<file path="src/rtl/apb_slave_fabric7.sv">
// rtl/apb_slave_fabric7.sv - APB fan-out fabric decoding one upstream transfer onto NUM_SLV windows.
// Optional access timeout is enabled by defining APB_FABRIC_TMO_EN.
module apb_slave_fabric7 #(
    parameter int          NUM_SLV    = 5,
    parameter logic [31:0] BASE_ADDR  = 32'h00A00000,
    parameter int          WIN_BITS   = 16,
    parameter int          TMO_CYCLES = 255
) (
    input  logic                     pclk7,
    input  logic                     n_preset7,
    input  logic                     s_psel,
    input  logic                     s_penable,
    input  logic                     s_pwrite,
    input  logic [31:0]              s_paddr,
    input  logic [31:0]              s_pwdata,
    output logic [31:0]              s_prdata,
    output logic                     s_pready,
    output logic                     s_pslverr,
    output logic [NUM_SLV-1:0]       m_psel,
    output logic                     m_penable,
    output logic                     m_pwrite,
    output logic [31:0]              m_paddr,
    output logic [31:0]              m_pwdata,
    input  logic [32*NUM_SLV-1:0]    m_prdata,
    input  logic [NUM_SLV-1:0]       m_pready,
    input  logic [NUM_SLV-1:0]       m_pslverr,
    output logic                     tmo_evt
);

    localparam int OW = 32 - WIN_BITS;

    typedef enum logic [1:0] {IDLE, SETUP, ACCESS, DONE} state_t;

    state_t               state_q, state_d;
    logic [NUM_SLV-1:0]   m_psel_q, m_psel_d;
    logic                 m_penable_q, m_penable_d;
    logic                 m_pwrite_q, m_pwrite_d;
    logic [31:0]          m_paddr_q, m_paddr_d;
    logic [31:0]          m_pwdata_q, m_pwdata_d;
    logic [31:0]          s_prdata_q, s_prdata_d;
    logic                 s_pready_q, s_pready_d;
    logic                 s_pslverr_q, s_pslverr_d;

    logic [OW-1:0]        off;
    logic [NUM_SLV-1:0]   dec_sel;
    logic                 hit;
    logic [31:0]          sel_rdata;
    logic                 sel_rdy;
    logic                 sel_err;

    assign off = s_paddr[31:WIN_BITS] - BASE_ADDR[31:WIN_BITS];

    // Window decode doubles as the one-hot select; a miss leaves it all zero.
    always_comb begin
        dec_sel = '0;
        for (int k = 0; k < NUM_SLV; k++) begin
            if (s_paddr >= BASE_ADDR && off == OW'(k)) begin
                dec_sel[k] = 1'b1;
            end
        end
    end

    assign hit = |dec_sel;

    // The registered select steers the response mux, so no separate index is kept.
    always_comb begin
        sel_rdata = '0;
        sel_rdy   = 1'b0;
        sel_err   = 1'b0;
        for (int k = 0; k < NUM_SLV; k++) begin
            if (m_psel_q[k]) begin
                sel_rdata = sel_rdata | m_prdata[32*k +: 32];
                sel_rdy   = sel_rdy | m_pready[k];
                sel_err   = sel_err | m_pslverr[k];
            end
        end
    end

`ifdef APB_FABRIC_TMO_EN
    localparam logic [15:0] TMO_LAST = 16'(TMO_CYCLES - 1);
    logic [15:0] tmo_cnt_q, tmo_cnt_d;
    logic        tmo_evt_q, tmo_evt_d;

    always_ff @(posedge pclk7) begin
        if (!n_preset7) begin
            tmo_cnt_q <= '0;
            tmo_evt_q <= 1'b0;
        end else begin
            tmo_cnt_q <= tmo_cnt_d;
            tmo_evt_q <= tmo_evt_d;
        end
    end

    assign tmo_evt = tmo_evt_q;
`else
    assign tmo_evt = 1'b0;
`endif

    always_comb begin
        state_d     = state_q;
        m_psel_d    = m_psel_q;
        m_penable_d = m_penable_q;
        m_pwrite_d  = m_pwrite_q;
        m_paddr_d   = m_paddr_q;
        m_pwdata_d  = m_pwdata_q;
        s_prdata_d  = '0;
        s_pready_d  = 1'b0;
        s_pslverr_d = 1'b0;
`ifdef APB_FABRIC_TMO_EN
        tmo_cnt_d   = tmo_cnt_q;
        tmo_evt_d   = 1'b0;
`endif
        case (state_q)
            IDLE: begin
                if (s_psel && !s_penable) begin
                    if (hit) begin
                        state_d    = SETUP;
                        m_psel_d   = dec_sel;
                        m_pwrite_d = s_pwrite;
                        m_paddr_d  = s_paddr;
                        m_pwdata_d = s_pwdata;
                    end else begin
                        state_d     = DONE;
                        s_pready_d  = 1'b1;
                        s_pslverr_d = 1'b1;
                    end
                end
            end
            SETUP: begin
                state_d     = ACCESS;
                m_penable_d = 1'b1;
`ifdef APB_FABRIC_TMO_EN
                tmo_cnt_d   = '0;
`endif
            end
            ACCESS: begin
`ifdef APB_FABRIC_TMO_EN
                tmo_cnt_d = tmo_cnt_q + 16'd1;
`endif
                if (sel_rdy) begin
                    state_d     = DONE;
                    s_pready_d  = 1'b1;
                    s_prdata_d  = m_pwrite_q ? 32'h0 : sel_rdata;
                    s_pslverr_d = sel_err;
                    m_psel_d    = '0;
                    m_penable_d = 1'b0;
                end
`ifdef APB_FABRIC_TMO_EN
                else if (tmo_cnt_q == TMO_LAST) begin
                    state_d     = DONE;
                    s_pready_d  = 1'b1;
                    s_pslverr_d = 1'b1;
                    m_psel_d    = '0;
                    m_penable_d = 1'b0;
                    tmo_evt_d   = 1'b1;
                end
`endif
            end
            default: begin
                state_d = IDLE;
            end
        endcase
    end

    always_ff @(posedge pclk7) begin
        if (!n_preset7) begin
            state_q     <= IDLE;
            m_psel_q    <= '0;
            m_penable_q <= 1'b0;
            m_pwrite_q  <= 1'b0;
            m_paddr_q   <= '0;
            m_pwdata_q  <= '0;
            s_prdata_q  <= '0;
            s_pready_q  <= 1'b0;
            s_pslverr_q <= 1'b0;
        end else begin
            state_q     <= state_d;
            m_psel_q    <= m_psel_d;
            m_penable_q <= m_penable_d;
            m_pwrite_q  <= m_pwrite_d;
            m_paddr_q   <= m_paddr_d;
            m_pwdata_q  <= m_pwdata_d;
            s_prdata_q  <= s_prdata_d;
            s_pready_q  <= s_pready_d;
            s_pslverr_q <= s_pslverr_d;
        end
    end

    assign m_psel    = m_psel_q;
    assign m_penable = m_penable_q;
    assign m_pwrite  = m_pwrite_q;
    assign m_paddr   = m_paddr_q;
    assign m_pwdata  = m_pwdata_q;
    assign s_prdata  = s_prdata_q;
    assign s_pready  = s_pready_q;
    assign s_pslverr = s_pslverr_q;

endmodule
</file>
<file path="config.mk">
export PLATFORM = sky130hd
export DESIGN_NAME = apb_slave_fabric7
export DESIGN_NICKNAME = d
export VERILOG_FILES = /design/src/rtl/apb_slave_fabric7.sv
export SDC_FILE = /design/constraint.sdc
export NUM_CORES = 1
export LEC_CHECK = 0
export CORE_AREA = 2 2 133 135
export DETAILED_ROUTE_END_ITERATION = 8
export DIE_AREA = 0 0 135 137
export GPL_TIMING_DRIVEN = 0
export MAX_ROUTING_LAYER = met4
export PLACE_DENSITY = 0.78
export RECOVER_POWER = 50
export SLEW_MARGIN = 5
export SYNTH_ARGS = -nofsm -noshare
export SYNTH_HDL_FRONTEND = slang
export SYNTH_SLANG_ARGS = --single-unit
</file>
<file path="constraint.sdc">
create_clock -name pclk7 -period 6.1 [get_ports pclk7]
set_input_delay 1.22 -clock pclk7 [delete_from_list [all_inputs] [get_ports pclk7]]
set_output_delay 1.22 -clock pclk7 [all_outputs]
set_load 0.005 [all_outputs]
</file>
# Word-level counts from Yosys, hierarchy flattened
# Cells that the tools add are included.
# Widths: inputs -> output; s select.
[op_classes]
n_addsub = 1
magnitude_cmp = 1
eq_ne = 9
n_mux = 36
n_bitwise = 15
n_reduce_logical = 17
[op_table]
columns = ["operator", "count"]
rows = [
  ["$mux 32", 5],
  ["$or 32x32->32", 4],
  ["$eq 16x2->1 const B", 2],
  ["$ge 32x24->1 const B", 1],
  ["$mux 1", 20],
  ["$eq 16x1->1 const B", 1],
  ["$eq 16x3->1 const B", 1],
  ["$logic_not 16->1", 1],
  ["$sub 16x8->16 const B", 1],
  ["$mux 5", 3],
  ["$pmux 5 s2", 1],
  ["$or 1x1->1", 8],
  ["$logic_and 1x1->1", 6],
  ["$mux 2", 3],
  ["$ne 2x2->1 const B", 3],
  ["$pmux 1 s2", 3],
  ["$pmux 2 s3", 1],
  ["$reduce_or 5->1", 1],
  ["$reduce_and 2->1", 2],
  ["$reduce_and 4->1", 1],
  ["$reduce_bool 2->1", 2],
  ["$reduce_or 4->1", 1],
  ["$not 1->1", 3],
  ["$reduce_and 3->1", 1],
  ["4 further kinds", 4],
]
[totals]
register_bits = 107

# Depth between registers and ports, before layout
[logic_depth]
word_depth = 11
ltp_mapped = 8
mapped_depth_nobuf = 6

# Least setup slack after synthesis
# Ideal clock, no wire load.
[synth_timing]
path_kind = "in2reg"
from = "in s_paddr[21]"
to = "reg m_pwdata_q[0] (netlist: m_pwdata[0])"
setup_time_ns = 0.072
arrival_ns = 2.706
required_time_ns = 6.028
setup_slack_ns = 3.322
stages = 8
path_buffers = 2
path_cell_list = "inv_1 -> ha_1 -> xor2_1 -> o32a_4 -> nor3_4 -> buf_6 -> buf_12 -> mux2i_1"
[synth_between]
elab_chain_len = 6
word_cells_on_any_way = 19
classes_between = "1 x add/sub; 1 x order compare; 4 x eq/ne; 5 x mux; 8 x reduce/logical"
[synth_lines]
columns = ["element", "line_no", "rtl"]
rows = [
  ["from (decl)", "14", "input logic [31:0] s_paddr,"],
  ["$sub 16x8->16", "51", "assign off = s_paddr[31:WIN_BITS] - BASE_ADDR[31:WIN_BITS];"],
  ["$eq 16x1->1 (tied with other cells)", "57", "if (s_paddr >= BASE_ADDR && off == OW'(k)) begin"],
  ["$logic_and 1x1->1", "57", ""],
  ["$mux 1", "57", ""],
  ["$reduce_or 5->1 (*)", "63", "assign hit = |dec_sel;"],
  ["$reduce_and 3->1 (no source line) (*)", "n/a", ""],
  ["to (signal assigned)", "182", "m_pwdata_q <= m_pwdata_d;"],
  ["to (decl)", "39", "logic [31:0] m_pwdata_q, m_pwdata_d;"],
]
# Every way passes the cells marked *; elsewhere a longest branch is shown, timed or not.
# A chain may end at the register's enable or synchronous reset.

# Worst setup path after layout
[layout_timing]
from = "in s_paddr[21]"
to = "reg m_paddr_q[2] (netlist: m_paddr[2])"
[layout_between]
elab_chain_len = 6
word_cells_on_any_way = 19
classes_between = "1 x add/sub; 1 x order compare; 4 x eq/ne; 5 x mux; 8 x reduce/logical"
[layout_lines]
columns = ["element", "line_no", "rtl"]
rows = [
  ["$sub 16x8->16", "51", ""],
  ["$eq 16x1->1 (tied with other cells)", "57", ""],
  ["$logic_and 1x1->1", "57", ""],
  ["$mux 1", "57", ""],
  ["$reduce_or 5->1 (*)", "63", ""],
  ["$reduce_and 3->1 (no source line) (*)", "n/a", ""],
  ["to (signal assigned)", "181", "m_paddr_q <= m_paddr_d;"],
  ["to (decl)", "38", "logic [31:0] m_paddr_q, m_paddr_d;"],
]
# Marked as above.

==> metrics.md <==
| Metric | Value |
|---|---|
| DIE AREA | 18500 um^2 |
| Yosys cell types | 46 |
| CTS Buf Count | 9 |
| Final setup fails | 0 |
| Hold path endpoint | m_paddr[11] |
| RSZ-0062 raised after global routing | no |
| RR Startpoint | m_psel[2] |
| Leakage | 3.40 nW |
| Final global-route overflow total | 0 |
| Slowest CP cell | clkdlybuf4s50_1 |
| Hold path cells | 2 |
| Met3 WL | 2090 um |
| Worst hold path startpoint | m_paddr[11] |
| Vias | 5465 |
| Net count after synthesis | 751 |
| Max Buffers Root-to-Sink | 2 |
| Final hold slack | 0.455 ns |
| CP Depth | 9 |
| Reg2reg end | s_prdata[20] |
| TritonRoute pass-1 iters | 6 |
| Routed Antenna Nets | 0 |
| Avg Vias per Cell | 5.00 |
| Gpl congestion | 0.858 |
| Critical path's top delay family | buffers and inverters |
| CTS tree | yes |
| Hold Buf Count CTS | 0 |
| Slew margin rel. | 52.0% |
| Clk pin slew, worst setup/hold paths | 0.08 ns |
| Top cell type's share of synthesized area | 44.9% |
| CP Buf/Inv Count | 4 |
| Post-CTS setup buffer count | 0 |
| Synth warn | 0 |
| Crit path required time | 6.37 ns |
| Async SR Flop Fraction | 0% |
| Worst VDD drop | 163 uV |
| Largest net degree at the start of global routing | 20 |
| Layout Nets | 1104 |
| P&R area growth vs syn | 83.8% |
| Worst-path cell chain | clkdlybuf4s50_1 > inv_1 > ha_1 > xor2_1 > o32a_4 > nor3_4 > buf_6 > buf_12 > mux2i_1 |
| Crit path from | s_paddr[21] |
| Setup TNS Final | 0 ns |
| Vias in the first global route | 5511 |
| Util after Layout | 51.4% |
| Row count | 48 |
| Power Dens Cells | 180 nW/um^2 |
| Critical Path Sink Type | flip-flop |
| IO buf count | 342 |
| Crit path max fanout | 10 |
| Cells after synthesis | 508 |
| Crit path DAT | 3.46 ns |
| Fin. max-slew vios | 0 |
| Core footprint | 17100 um^2 |
| Share of cells above drive strength 1 | 4.50% |
| Post-synth top area cell | dfxtp_1 |
| Yosys reg bits | 107 |
| Post-Syn Area per Cell | 9.39 um^2 |
| Largest cells by area after synthesis | dfxtp_1, mux2i_1, nand2_1 |
| Residual DRC | 0 |
| Fin crit share | 52.2% |
| Initial antenna violation count | 3 |
| Reg-to-reg slack, setup | 4.01 ns |
| CP max stage delay | 0.54 ns |
| Root buf cell | clkbuf_16 |
| Routed WL | 20300 um |
| Cts repair resizes | 0 |
| First-pass GRT wire length | 29500 um |
| Initial core utilization | 28.0% |
| Mapped Area | 4770 um^2 |
| DRT met1 WL | 7350 um |
| R2R cell count | 7 |
| Initial DRC count | 333 |
| All-layer global routing usage | 21.5% |
| Worst setup path category | primary input to flip-flop |
| Fmax | 314 MHz |
| Startpoint types | primary input |
| Max capacitance violation total | 0 |
| Number of H-tree levels | 3 |
| Status | finished clean |
| Post-DP HPWL | 16300 um |
| Die span in y | 137 um |
| Clock sinks | 107 |
| Worst-margin pin slew | 0.720 ns |
| DR top layer | met4 |
| Final Hold Viols | 0 |
| Worst-Skew Late Latency | 0.35 ns |
| Skew final | 0.00783 ns |
| Routed met2 length | 10100 um |
| Minimum clock period | 3.18 ns |
| I/O pin total | 345 |
| Synth Flop Type | dfxtp_1 |
| Post-synth EDFFs | 0 |
| Power Total | 1.58 mW |
| Die Width | 135 um |
| Post-synthesis sequential area ratio | 44.9% |
| Drt wl/cell | 18.6 um |
| Hold WC Path Type | flip-flop to flip-flop |
## routing by layer
| metal | track usage [%] | up-vias |
|---|---|---|
| met1 | 22.3 | 2545 |
| li1 | - | 2588 |
| met3 | 6.15 | 46 |
| met2 | 37.5 | 286 |
| met4 | 10.4 | 0 |
| met5 | - | - |
## report_power, final
part | total, mW | switching (mW) | internal [mW]
combinational | 0.295 | 0.111 | 0.183
clock | 0.570 | 0.285 | 0.285
sequential | 0.712 | 0.00533 | 0.707
total | 1.58 | 0.401 | 1.18
## cell usage after synthesis, types with 2 or more instances
master,instances
nand2_1,115
dfxtp_1,107
mux2i_1,56
a222oi_1,34
a22oi_1,33
a21oi_1,32
clkbuf_1,30
and3_1,10
buf_2,8
inv_1,7
o211ai_1,7
buf_4,5
nor2_1,5
nor2b_1,5
o2111ai_1,5
buf_12,4
ha_1,4
nand2b_1,3
nand3_1,3
o21a_1,3
a31oi_1,2
nand4_1,2
nor4_1,2
o21ai_0,2
or3_1,2
xor2_1,2
## logic make-up after synthesis
kind of cell             share of synthesized area, %
AO/OA/AOI/OAI                                    20.8
XOR/XNOR                                        0.367
adder cells (fa/ha/maj)                          1.05
buffers and inverters                            6.45
flip-flops                                       44.9
multiplexers                                     11.8
other                                          0.0786
AND/OR/NAND/NOR                                  14.6
## final cells by class
type	count	area [um^2]
inverters	7	26.3
plain buffers	48	282
repair buffers	342	3420
well taps	225	282
flip-flops and latches	107	2140
diodes	3	7.51
clock inverters	7	58.8
clock buffers	9	225
fillers	1620	8290
multi-input cells	346	2320
## worst max-delay path by stage
stage	slack [ns]	end
finish	2.92	m_paddr[2]
global route	2.77	m_paddr[2]
CTS	2.89	m_paddr[2]
detailed placement	2.52	m_paddr[2]
global placement	2.60	m_paddr[2]
floorplan	3.32	m_pwdata[0]
## registers in the layout, indices dropped and copies added, names as in the netlist
name,cells
m_pwdata,32
state_q,2
s_pready,1
m_paddr,32
m_penable,1
m_pwrite,1
s_pslverr,1
m_psel,5
s_prdata,32
## metrics by stage
stage / cell area [um^2] / instances / setup WS (ns)
after floorplan: 4770 / 508 / 3.32
final: 8770 / 1094 / 2.92
after global placement: 8470 / 1075 / 2.60
after CTS: 8760 / 1091 / 2.89
after global routing: 8770 / 1094 / 2.77
after detailed placement: 8470 / 1075 / 2.52
## worst reg2reg max path, cell delays in order, from the launching register on
cell and delay, ns:
dfxtp_1 0.31, buf_2 0.19, a222oi_1 0.68, a21o_1 0.24, or2_1 0.10, buf_2 0.16, buf_4 0.20, a21oi_1 0.08
## cell usage in the layout, fill, tap and decap left out, types with 7 or more instances in the layout
cell	instances
dfxtp_1	107
dlygate4sd3_1	105
o211ai_1	7
mux2i_1	56
nand2_1	115
a21oi_1	32
buf_2	8
a222oi_1	34
inv_1	7
and3_1	10
clkbuf_16	9
clkdlybuf4s50_1	237
clkbuf_1	30
a22oi_1	33
(Power assumes the default switching activity.)
